--- src/rtl/rv32_isa_pkg.sv ---
// RV32I field positions, opcode values and operand-use decode shared by the
// issue controller and its scoreboard.
package rv32_isa_pkg;

    localparam int XLEN    = 32;
    localparam int REG_W   = 5;
    localparam int NREGS   = 32;
    localparam int CNT_W   = 4;
    localparam int OPC_LSB = 0;
    localparam int OPC_W   = 7;
    localparam int RD_LSB  = 7;
    localparam int RS1_LSB = 15;
    localparam int RS2_LSB = 20;

    localparam logic [OPC_W-1:0] OP_R      = 7'b0110011;
    localparam logic [OPC_W-1:0] OP_IMM    = 7'b0010011;
    localparam logic [OPC_W-1:0] OP_LOAD   = 7'b0000011;
    localparam logic [OPC_W-1:0] OP_JALR   = 7'b1100111;
    localparam logic [OPC_W-1:0] OP_STORE  = 7'b0100011;
    localparam logic [OPC_W-1:0] OP_BRANCH = 7'b1100011;
    localparam logic [OPC_W-1:0] OP_LUI    = 7'b0110111;
    localparam logic [OPC_W-1:0] OP_AUIPC  = 7'b0010111;
    localparam logic [OPC_W-1:0] OP_JAL    = 7'b1101111;

    typedef struct packed {
        logic use_rs1;
        logic use_rs2;
        logic wr_rd;
        logic illegal;
    } op_use_t;

    typedef struct packed {
        logic [XLEN-1:0] instr;
        logic            illegal;
    } iss_entry_t;

    function automatic op_use_t decode_use(input logic [OPC_W-1:0] opc);
        op_use_t u;
        u = '0;
        case (opc)
            OP_R:                        begin u.use_rs1 = 1'b1; u.use_rs2 = 1'b1; u.wr_rd = 1'b1; end
            OP_IMM, OP_LOAD, OP_JALR:    begin u.use_rs1 = 1'b1; u.wr_rd = 1'b1; end
            OP_STORE, OP_BRANCH:         begin u.use_rs1 = 1'b1; u.use_rs2 = 1'b1; end
            OP_LUI, OP_AUIPC, OP_JAL:    u.wr_rd = 1'b1;
            default:                     u.illegal = 1'b1;
        endcase
        return u;
    endfunction

endpackage

--- src/rtl/reg_scoreboard.sv ---
// Per-register busy bits plus the count of outstanding rd-writers.
// x0 is hardwired idle; a set and clear of the same register leaves it set.
module reg_scoreboard
    import rv32_isa_pkg::*;
(
    input  logic             clk,
    input  logic             rst_n,
    input  logic             flush,
    input  logic             set_en,
    input  logic [REG_W-1:0] set_idx,
    input  logic             clr_en,
    input  logic [REG_W-1:0] clr_idx,
    output logic [NREGS-1:0] busy,
    output logic [CNT_W-1:0] cnt,
    output logic             err
);

    logic             set_hit;
    logic             clr_hit;
    logic             clr_miss;
    logic [NREGS-1:0] busy_next;

    assign set_hit  = set_en & (set_idx != '0);
    assign clr_hit  = clr_en & (clr_idx != '0) & busy[clr_idx];
    assign clr_miss = clr_en & (clr_idx != '0) & ~busy[clr_idx];

    // Clear before set so a same-cycle re-allocation keeps the new owner.
    always_comb begin
        busy_next = busy;
        if (clr_hit) busy_next[clr_idx] = 1'b0;
        if (set_hit) busy_next[set_idx] = 1'b1;
        busy_next[0] = 1'b0;
    end

    always_ff @(posedge clk or negedge rst_n) begin
        if (!rst_n) begin
            busy <= '0;
            cnt  <= '0;
            err  <= 1'b0;
        end else if (flush) begin
            busy <= '0;
            cnt  <= '0;
        end else begin
            busy <= busy_next;
            case ({set_hit, clr_hit})
                2'b10:   cnt <= cnt + 1'b1;
                2'b01:   cnt <= cnt - 1'b1;
                default: cnt <= cnt;
            endcase
            if (clr_miss) err <= 1'b1;
        end
    end

endmodule

--- src/rtl/issue_scoreboard_ctrl.sv ---
// Issue controller: decodes operand use, blocks on RAW/WAW hazards and the
// outstanding-writer limit, and issues through a one-entry output register.
module issue_scoreboard_ctrl
    import rv32_isa_pkg::*;
#(
    parameter int MAX_OUTSTANDING = 4
) (
    input  logic        clk,
    input  logic        rst_n,
    input  logic        flush,
    input  logic        in_valid,
    output logic        in_ready,
    input  logic [31:0] in_instr,
    output logic        iss_valid,
    input  logic        iss_ready,
    output logic [31:0] iss_instr,
    output logic        iss_illegal,
    input  logic        wb_valid,
    input  logic [4:0]  wb_rd,
    output logic [31:0] busy_o,
    output logic        err_wb
);

    logic [OPC_W-1:0] opcode;
    logic [REG_W-1:0] rs1;
    logic [REG_W-1:0] rs2;
    logic [REG_W-1:0] rd;
    op_use_t          ou;

    logic [NREGS-1:0] busy;
    logic [NREGS-1:0] wb_mask;
    logic [NREGS-1:0] beff;
    logic [CNT_W-1:0] cnt;
    logic [CNT_W-1:0] cnt_next_base;
    logic             wb_dec;
    logic             wr_rd_nz;
    logic             hazard;
    logic             at_max;
    logic             accept;
    iss_entry_t       out_q;
    logic             out_vld;

    assign opcode   = in_instr[OPC_LSB +: OPC_W];
    assign rd       = in_instr[RD_LSB  +: REG_W];
    assign rs1      = in_instr[RS1_LSB +: REG_W];
    assign rs2      = in_instr[RS2_LSB +: REG_W];
    assign ou       = decode_use(opcode);
    assign wr_rd_nz = ou.wr_rd & (rd != '0);

    // A writeback landing this cycle releases its register for the incoming word.
    assign wb_mask = wb_valid ? (NREGS'(1) << wb_rd) : '0;
    assign beff    = busy & ~wb_mask;
    assign hazard  = (ou.use_rs1 & beff[rs1]) | (ou.use_rs2 & beff[rs2]) | (ou.wr_rd & beff[rd]);

    assign wb_dec        = wb_valid & (wb_rd != '0) & busy[wb_rd];
    assign cnt_next_base = cnt - {{(CNT_W-1){1'b0}}, wb_dec};
    assign at_max        = wr_rd_nz & (cnt_next_base == CNT_W'(MAX_OUTSTANDING));

    assign in_ready = ~flush & (~out_vld | iss_ready) & ~hazard & ~at_max;
    assign accept   = in_valid & in_ready;

    reg_scoreboard u_sb (
        .clk     (clk),
        .rst_n   (rst_n),
        .flush   (flush),
        .set_en  (accept & wr_rd_nz),
        .set_idx (rd),
        .clr_en  (wb_valid),
        .clr_idx (wb_rd),
        .busy    (busy),
        .cnt     (cnt),
        .err     (err_wb)
    );

    always_ff @(posedge clk or negedge rst_n) begin
        if (!rst_n) begin
            out_vld <= 1'b0;
            out_q   <= '0;
        end else if (flush) begin
            out_vld <= 1'b0;
        end else if (accept) begin
            out_vld       <= 1'b1;
            out_q.instr   <= in_instr;
            out_q.illegal <= ou.illegal;
        end else if (iss_ready) begin
            out_vld <= 1'b0;
        end
    end

    assign iss_valid   = out_vld;
    assign iss_instr   = out_q.instr;
    assign iss_illegal = out_q.illegal;
    assign busy_o      = busy;

endmodule

--- config.mk ---
export PLATFORM = sky130hd
export DESIGN_NAME = issue_scoreboard_ctrl
export DESIGN_NICKNAME = d
export VERILOG_FILES = /design/src/rtl/rv32_isa_pkg.sv /design/src/rtl/reg_scoreboard.sv /design/src/rtl/issue_scoreboard_ctrl.sv
export SDC_FILE = /design/constraint.sdc
export NUM_CORES = 1
export LEC_CHECK = 0
export CORE_MARGIN = 1.5
export CORE_UTILIZATION = 53
export CTS_CLUSTER_DIAMETER = 40
export CTS_CLUSTER_SIZE = 12
export DETAILED_ROUTE_END_ITERATION = 6
export PLACE_DENSITY = 0.89
export SYNTH_ARGS = -nofsm -noshare
export SYNTH_HDL_FRONTEND = slang
export SYNTH_HIERARCHICAL = 1
export SYNTH_SLANG_ARGS = --single-unit
--- constraint.sdc ---
create_clock -name clk -period 6.5 [get_ports clk]
set_clock_uncertainty 0.2 [all_clocks]
set_input_delay 1.625 -clock clk [delete_from_list [all_inputs] [get_ports clk]]
set_output_delay 1.625 -clock clk [all_outputs]
set_load 0.02 [all_outputs]
==> results.cfg, run 1 <==
[job]
cap_violations = 1

[timing]
finalSetupViolations = 0
tightest_slew_ns = 1.507
period_needed_ns = 6.426
rsz0062_at_grt = false
fin_crit_sh_pct = 98.87
hold_viol = 0
final_max_slew_viol_count = 9
slew_headroom_pct = -1.225
setup_slack_ns = 0.07363
timing.fmax_ghz = 0.1556

[placement]
portBuffers = 109
dp_cells = 871
hpwl_mm = 15.60
pre_cts_ws_ns = -0.6184
gp_congestion = 1.188

[worst_hold_path]
hold_end = u_sb/err
min_from = u_sb/err
hold-path-cell-count = 1
hp-class = reg2reg

[cells_and_area]
drive_above_1_share_pct = 25.13
area_delta_synth_final_pct = 37.23
seq_area_sq_mm = 0.001752
final_cells = 889
multiInputGateArea_sq_mm = 0.003445
n_fill_cell = 676
diodes = 0
nets = 798

[setup_path]
cp.arrival_ns = 4.60
critical_path_required_ns = 4.68
reg2reg_depth = 16
crit_path_frequent_cell = buf_4
path_class = in2out
cp_slowest_cell = clkdlybuf4s50_1
r2r_start = u_sb/busy[18]
crit_fanout = 16
r2r_end = u_sb/cnt[3]
cp_cell_sequence = clkdlybuf4s50_1, buf_4, buf_4, nand4b_1, buf_4, o21ai_0, mux4_2, nand2b_1, nand4_1, a41oi_2, o211a_1, buf_4
cp-end-kind = primary output
cp_slowest_stage_delay_ns = 0.48
crit_start = wb_rd[4]
critPathLaunchType = input port
r2r_setup_slack_ns = 1.60

[power]
p_leak_uw = 0.003121
power.density_mw_per_mm2 = 171.4
peakVddDrop_uv = 121.7

[floorplan]
die_h_microns = 104.5
rows = 36
ioPinCount = 111
fp.dieW_microns = 104.5
start_util_pct = 55.39
dieArea_sq_mm = 0.01093
fp.coreArea_sq_mm = 0.009864

[run_status]
violations = max-capacitance violations, max-slew violations
outcome = complete, but fails checks

[drt]
antenna_left = 0
drt-total-wl_mm = 21.41
avgRoutedWirePerCell_microns = 24.08
first_pass_iters = 5
drc = 0
vias = 6012
vias_per_cell = 6.763
first_iter_violations = 728

[cts]
ctsHtreeMaxLevel = 3
cts_tree = built
clkSinkCount = 70
hold_buffers = 0
clk_pin_slew_ns = 0.08
cts_max_path_buffers = 2
cts_buffers = 9
root_buffer = clkbuf_8
clk_latency_ns = 0.37

[synth]
ys_types = 79
synth-seq-cells = 70
synth_area_leader_cell = dfrtp_1
synth_xor_area_share_pct = 0.7786
syn-cell-area_sq_mm = 0.005464
synth_top_family_by_area = compound AO/OA/AOI/OAI gates
synth_top_area_share_pct = 32.06
synth_cells = 577
synth_compound_area_share_pct = 23.70
ys.flop_type = dfrtp_1
synthMuxAreaShare_pct = 19.14
synth_edf_count = 0
yosys.area_share.simple_pct = 18.14
synth_area_leaders = dfrtp_1 32%, mux2_4 8.0%, mux4_2 5.8%
synth.yosys.seq_area_share_pct = 32.06
synth_warnings = 6
syn_nets = 623
synthAdderAreaFrac_pct = 0.6870
syn_avg_cell_area_sq_um = 9.470
async_flop_share_pct = 100.0

[grt]
grt_pass1_vias = 5948
grt_max_degree = 37
grt_usage_pct = 39.27
overflow = 0
grt_first_pass_wirelength_mm = 32.91
antenna_found_initial = 0
==> synthesized netlist by cell type, types with 10 or more instances <==
master	instances
dfrtp_1	70
nand3_1	13
nand2b_1	12
nand2_1	55
mux2_2	10
clkbuf_1	21
o21ai_0	55
mux4_2	14
nor3_1	11
nor2_1	42
mux2i_1	16
o31ai_1	11
mux2_4	29
o2111ai_1	13
inv_1	17
o211ai_1	20
==> report_power, final <==
| group | internal (uW) | switching [uW] |
|---|---|---|
| Sequential | 477 | 27.2 |
| Combinational | 206 | 204 |
| Clock | 186 | 184 |
| Total | 870 | 415 |
==> placed cells by master, fill, tap and decap left out, types with 4 or more instances in the layout <==
cell type	n
mux4_2	14
o211ai_1	20
o21ai_0	53
nand4_1	8
buf_4	95
mux2i_1	16
o2111ai_1	13
o31ai_1	11
o22ai_1	6
mux2_2	10
a32o_1	7
nor3_1	11
nor3b_1	7
a21o_1	4
a21oi_1	8
mux2_4	29
clkbuf_8	10
nor2b_1	6
clkdlybuf4s50_1	105
nand3_1	13
nor4_1	4
o21a_1	6
and3_1	4
nand2b_1	12
dfrtp_1	70
nor2_1	42
nand2_1	55
or2_2	4
a22o_1	4
inv_1	17
==> worst max-delay path: cells and delay by family <==
kind,cells,cell delay (ns)
compound gates,3,0.72
buf+inv,5,1.24
mux,1,0.32
simple gates,3,0.68
==> flip-flops by register name (all words and copies together) (netlist names) <==
| register | count |
|---|---|
| iss_valid | 1 |
| iss_instr | 32 |
| u_sb/err | 1 |
| u_sb/cnt | 4 |
| iss_illegal | 1 |
| u_sb/busy | 31 |
==> stage by stage <==
stage / TNS (ns) / hold slack [ns] / total power (uW) / area [sq um] / util, %
2_1_floorplan: 0 / 0.3441 / 722.3 / 5464 / -
3_3_place_gp: -0.5369 / 0.2593 / 899.2 / 7234 / 73.34
3_5_place_dp: -0.7036 / 0.2587 / 910.7 / 7234 / 73.34
4_1_cts: 0 / 0.2817 / 1278 / 7471 / 75.74
5_1_grt: 0 / 0.3015 / 1331 / 7498 / 76.01
6_report: 0 / 0.2872 / 1285 / 7498 / 76.01
==> logic make-up (layout without fill, tap and decap cells) <==
| family | Yosys count | after routing |
|---|---|---|
| other | 1 | 1 |
| DFF | 70 | 70 |
| AOI/OAI and AO/OA | 177 | 177 |
| adders and majority gates | 3 | 3 |
| buffers and inverters | 60 | 239 |
| muxes | 71 | 71 |
| and+or+nand+nor | 191 | 191 |
| xor gates and xnor gates | 4 | 4 |
==> per-layer routing <==
metal	track usage, %	up-vias	wire length [microns]
li1	-	2557	-
met4	23.71	0	1404
met5	0	-	0
met3	8.297	126	2514
met1	48.61	2821	7742
met2	62.92	508	9745
==> timing repair <==
action,4_1_cts,5_1_grt
endpoints found under the setup margin,1,1
endpoints found under the hold margin,0,0
gates cloned,1,0
pin swaps,1,2
setup buffers,1,1
resized for setup,8,10
==> cell type report <==
class | instances | area share [%]
timing repair buffer | 207 | 25.01
clock buffer | 10 | 1.835
clock inverter | 5 | 0.7842
sequential | 70 | 23.36
multi-input combinational | 447 | 45.94
inverter | 17 | 0.8510
tap | 133 | 2.219
==> worst max-delay path by stage <==
stage / end / slack, ns / depth (start not counted)
after floorplan: u_sb/cnt[3] / 0.21 / 18
after global placement: in_ready / -0.54 / 12
after detailed placement: in_ready / -0.62 / 12
after CTS: in_ready / 0.009 / 11
after global routing: in_ready / 0.02 / 12
final: in_ready / 0.07 / 12
(Power assumes the default switching activity.)
==> run 2: changes to the inputs <==
CAP_MARGIN = 10   (was unset)
==> results.cfg, run 2 (synthesized netlist as in run 1, its figures left out) <==
[run_status]
outcome = completed

[cells_and_area]
most-common-layout-cells = 105 x clkdlybuf4s50_1, 95 x buf_4, 70 x dfrtp_1, 55 x nand2_1, 53 x o21ai_0
largest_reg_flops = 32
area_delta_synth_final_pct = 37.37
drive_above_1_share_pct = 25.23
nets = 799
final_cells = 890
diodes = 0
final_common_cell = clkdlybuf4s50_1

[floorplan]
die_h_microns = 104.5
start_util_pct = 55.39
rows = 36
ioPinCount = 111
fp.coreArea_sq_mm = 0.009864
fp.dieW_microns = 104.5
dieArea_sq_mm = 0.01093

[setup_path]
cp.arrival_ns = 4.61
crit_path_frequent_cell = buf_4
cp_slowest_stage_delay_ns = 0.48
path_class = in2out
cp_slowest_cell = clkdlybuf4s50_1
critical-path-top-delay-family = buffers and inverters
cp-end-kind = primary output
critical_path_required_ns = 4.68
critPathLaunchType = input port
reg2reg_depth = 16
cp_num_cells = 12
worst-path-buf-inv = 5
cp_cell_sequence = clkdlybuf4s50_1, buf_4, buf_4, nand4b_1, buf_4, o21ai_0, mux4_2, nand2b_1, nand4_1, a41oi_2, o211a_1, buf_4
crit_fanout = 16

[timing]
hold_viol = 0
tightest_slew_ns = 1.263
final_max_slew_viol_count = 0
finalSetupViolations = 0
period_needed_ns = 6.437
slew_headroom_pct = 15.14
rsz0062_at_grt = false
fin_crit_sh_pct = 99.03
fin_setup_tns_ns = 0
setup_slack_ns = 0.06305
timing.fmax_ghz = 0.1554

[placement]
hpwl_mm = 15.60
portBuffers = 109
gp_congestion = 1.188
dp_cells = 871
pre_cts_ws_ns = -0.6184

[drt]
vias_per_cell = 6.849
drc = 0
first_pass_iters = 6
vias = 6096
antenna_left = 0
avgRoutedWirePerCell_microns = 24.13
first_iter_violations = 623
drt-total-wl_mm = 21.47

[cts]
hold_buffers = 0
clkSinkCount = 70
ctsHtreeMaxLevel = 3
cts_max_path_buffers = 2
cts_buffers = 9
cts_tree = built
clk_pin_slew_ns = 0.08
root_buffer = clkbuf_8
clk_latency_ns = 0.36

[job]
cap_violations = 0

[worst_hold_path]
hold-path-cell-count = 1
hp-class = reg2reg

[grt]
grt_first_pass_wirelength_mm = 32.91
overflow = 0
grt_usage_pct = 39.27
antenna_found_initial = 0
grt_pass1_vias = 5948
grt_max_degree = 37

[power]
peakVddDrop_uv = 122.0
power_uw = 1285
p_leak_uw = 0.003126
power.density_mw_per_mm2 = 171.2
-- run 2: cell count changes in the layout (fill, tap and decap cells not counted), sizes merged --
cell	delta
clkbuf	+1
-- run 2: final timing paths --
path                                  to  slack, ns           from
setup / recovery                in_ready       0.06       wb_rd[4]
setup reg to reg             u_sb/cnt[3]       1.62  u_sb/busy[16]
hold reg to reg                 u_sb/err       0.28       u_sb/err
max in group asynchronous  u_sb/busy[19]       3.99          rst_n
min in group asynchronous  iss_instr[15]       1.13          rst_n
hold / removal                  u_sb/err       0.28       u_sb/err
-- run 2: what timing repair did --
action | 4_1_cts | 5_1_grt
setup buffers | 1 | 1
gates cloned | 1 | 0
pin swaps | 1 | 2
endpoints found under the setup margin | 1 | 1
resized for setup | 8 | 10
-- run 2: cell type report --
cell class | instances | area, sq um
Fill cell | 676 | 2359
Inverter | 17 | 63.81
Clock buffer | 10 | 137.6
Sequential cell | 70 | 1752
Multi-Input combinational cell | 447 | 3445
Tap cell | 133 | 166.4
Clock inverter | 5 | 58.81
Timing Repair Buffer | 208 | 1883
-- run 2: per-layer routing --
metal,GRT usage [%],up-vias,routed length (microns)
li1,-,2567,-
met1,48.61,2847,7798
met2,62.92,542,9631
met3,8.297,140,2514
met4,23.71,0,1527
met5,0,-,0
-- run 2: through the flow --
| stage | cell area, sq um | utilization (%) | hold slack [ns] |
|---|---|---|---|
| detailed placement | 7234 | 73.34 | 0.2587 |
| CTS | 7471 | 75.74 | 0.2817 |
| global route | 7506 | 76.09 | 0.3015 |
| floorplan | 5464 | - | 0.3441 |
| global placement | 7234 | 73.34 | 0.2593 |
| finish | 7506 | 76.09 | 0.2839 |
-- run 2: where the power goes --
part	internal, uW	leakage [uW]	total, uW	switching (uW)
combinational	206	0.00214	411	205
clock	186	0.0000948	369	183
sequential	477	0.000894	505	27.3
-- run 2: worst reg2reg max path: cells and delay by family, from the launching register on --
family	cells	cell delay (ns)
flip-flops	1	0.55
adder cells (fa/ha/maj)	2	0.59
AO/OA/AOI/OAI	7	1.46
multiplexers	3	1.36
AND/OR/NAND/NOR	4	0.61
==> run 3: changes to the inputs <==
CORE_MARGIN = unset   (was 1.5)
SKIP_CTS_REPAIR_TIMING = 1   (was unset)
==> results.cfg, run 3 (synthesized netlist as in run 1, its figures left out) <==
[timing]
slew_headroom_pct = 17.02
final_max_slew_viol_count = 0
rsz0062_at_grt = false
fin_crit_sh_pct = 98.37
timing.fmax_ghz = 0.1564
period_needed_ns = 6.394
setup_slack_ns = 0.1059
tightest_slew_ns = 1.235
finalSetupViolations = 0
hold_viol = 0

[grt]
grt_pass1_vias = 5824
grt_usage_pct = 39.15
overflow = 0
grt_max_degree = 38
antenna_found_initial = 0
grt_first_pass_wirelength_mm = 32.23

[drt]
vias = 5909
first_iter_violations = 566
drt-total-wl_mm = 20.91
drc = 0
antenna_left = 0
avgRoutedWirePerCell_microns = 23.73
vias_per_cell = 6.707
first_pass_iters = 5

[cells_and_area]
final_common_cell = clkdlybuf4s50_1
most-common-layout-cells = 105 x clkdlybuf4s50_1, 84 x buf_4, 70 x dfrtp_1, 55 x nand2_1, 55 x o21ai_0
postLayoutCoreUtil_pct = 75.11
drive_above_1_share_pct = 23.40
nets = 789
diodes = 0
area_delta_synth_final_pct = 35.61
largest_reg_flops = 32

[floorplan]
start_util_pct = 55.39
fp.coreArea_sq_mm = 0.009864
ioPinCount = 111
fp.dieW_microns = 103.5
die_h_microns = 103.5
dieArea_sq_mm = 0.01072
rows = 36

[power]
p_leak_uw = 0.003076
power.density_mw_per_mm2 = 170.5
peakVddDrop_uv = 131.0

[run_status]
outcome = completed

[cts]
cts_buffers = 9
clk_latency_ns = 0.36
root_buffer = clkbuf_8
cts_max_path_buffers = 2
clk_pin_slew_ns = 0.08
cts_tree = built
ctsHtreeMaxLevel = 3
clkSinkCount = 70

[job]
cap_violations = 0

[setup_path]
critical_path_required_ns = 4.68
r2r_setup_slack_ns = 1.49
cp.arrival_ns = 4.57
crit_fanout = 7
cp-end-kind = primary output
critPathLaunchType = input port
path_class = in2out

[worst_hold_path]
hp-class = reg2reg

[placement]
portBuffers = 109
hpwl_mm = 15.44
gp_congestion = 1.073
pre_cts_ws_ns = -0.5990
-- run 3: cell type report --
class	count	area, sq um
multi-input cells	447	3416
clock inverters	5	58.81
inverters	17	63.81
flip-flops and latches	70	1752
repair buffers	198	1822
fillers	691	2455
clock buffers	11	131.4
well taps	133	166.4
-- run 3: worst paths after layout --
check	start	endpoint	depth (start not counted)
worst max-delay path	wb_rd[0]	in_ready	12
worst min register to register	u_sb/err	u_sb/err	1
worst max register to register	u_sb/busy[15]	u_sb/cnt[3]	17
min in group asynchronous	rst_n	iss_instr[13]	1
worst min-delay path	u_sb/err	u_sb/err	1
max in group asynchronous	rst_n	u_sb/busy[21]	2
-- run 3: power by group --
group,switching (uW),total (uW),leakage (uW),internal [uW]
Combinational,202,403,0.00209,202
Sequential,26.9,504,0.000894,477
Clock,178,356,0.0000899,178
-- run 3: critical path: stages --
cell	delay, ns
dlymetal6s2s_1	0.20
buf_12	0.17
mux4_2	0.51
mux4_2	0.47
nand2b_1	0.16
o211a_1	0.14
ha_1	0.27
nor3b_1	0.15
a211o_1	0.33
a41oi_2	0.20
o211a_1	0.18
buf_2	0.16
-- run 3: through the flow --
stage	cell area (sq um)	hold slack [ns]	power, uW	TNS, ns	instances
after floorplan	5464	0.3441	722.3	0	577
after global placement	7187	0.2581	895.9	-0.5582	863
after detailed placement	7187	0.2586	908.1	-0.7031	863
after CTS	7377	0.2767	1262	-0.6374	879
after global routing	7410	0.3121	1311	0	881
final	7410	0.2763	1264	0	881
-- run 3: routing by layer --
layer | global-route usage, % | vias up | share of wire [%]
met4 | 22.36 | 0 | 5.8
met1 | 48.84 | 2778 | 37
met3 | 8.748 | 124 | 11
met2 | 62.66 | 456 | 47
met5 | 0 | - | 0
li1 | - | 2551 | -
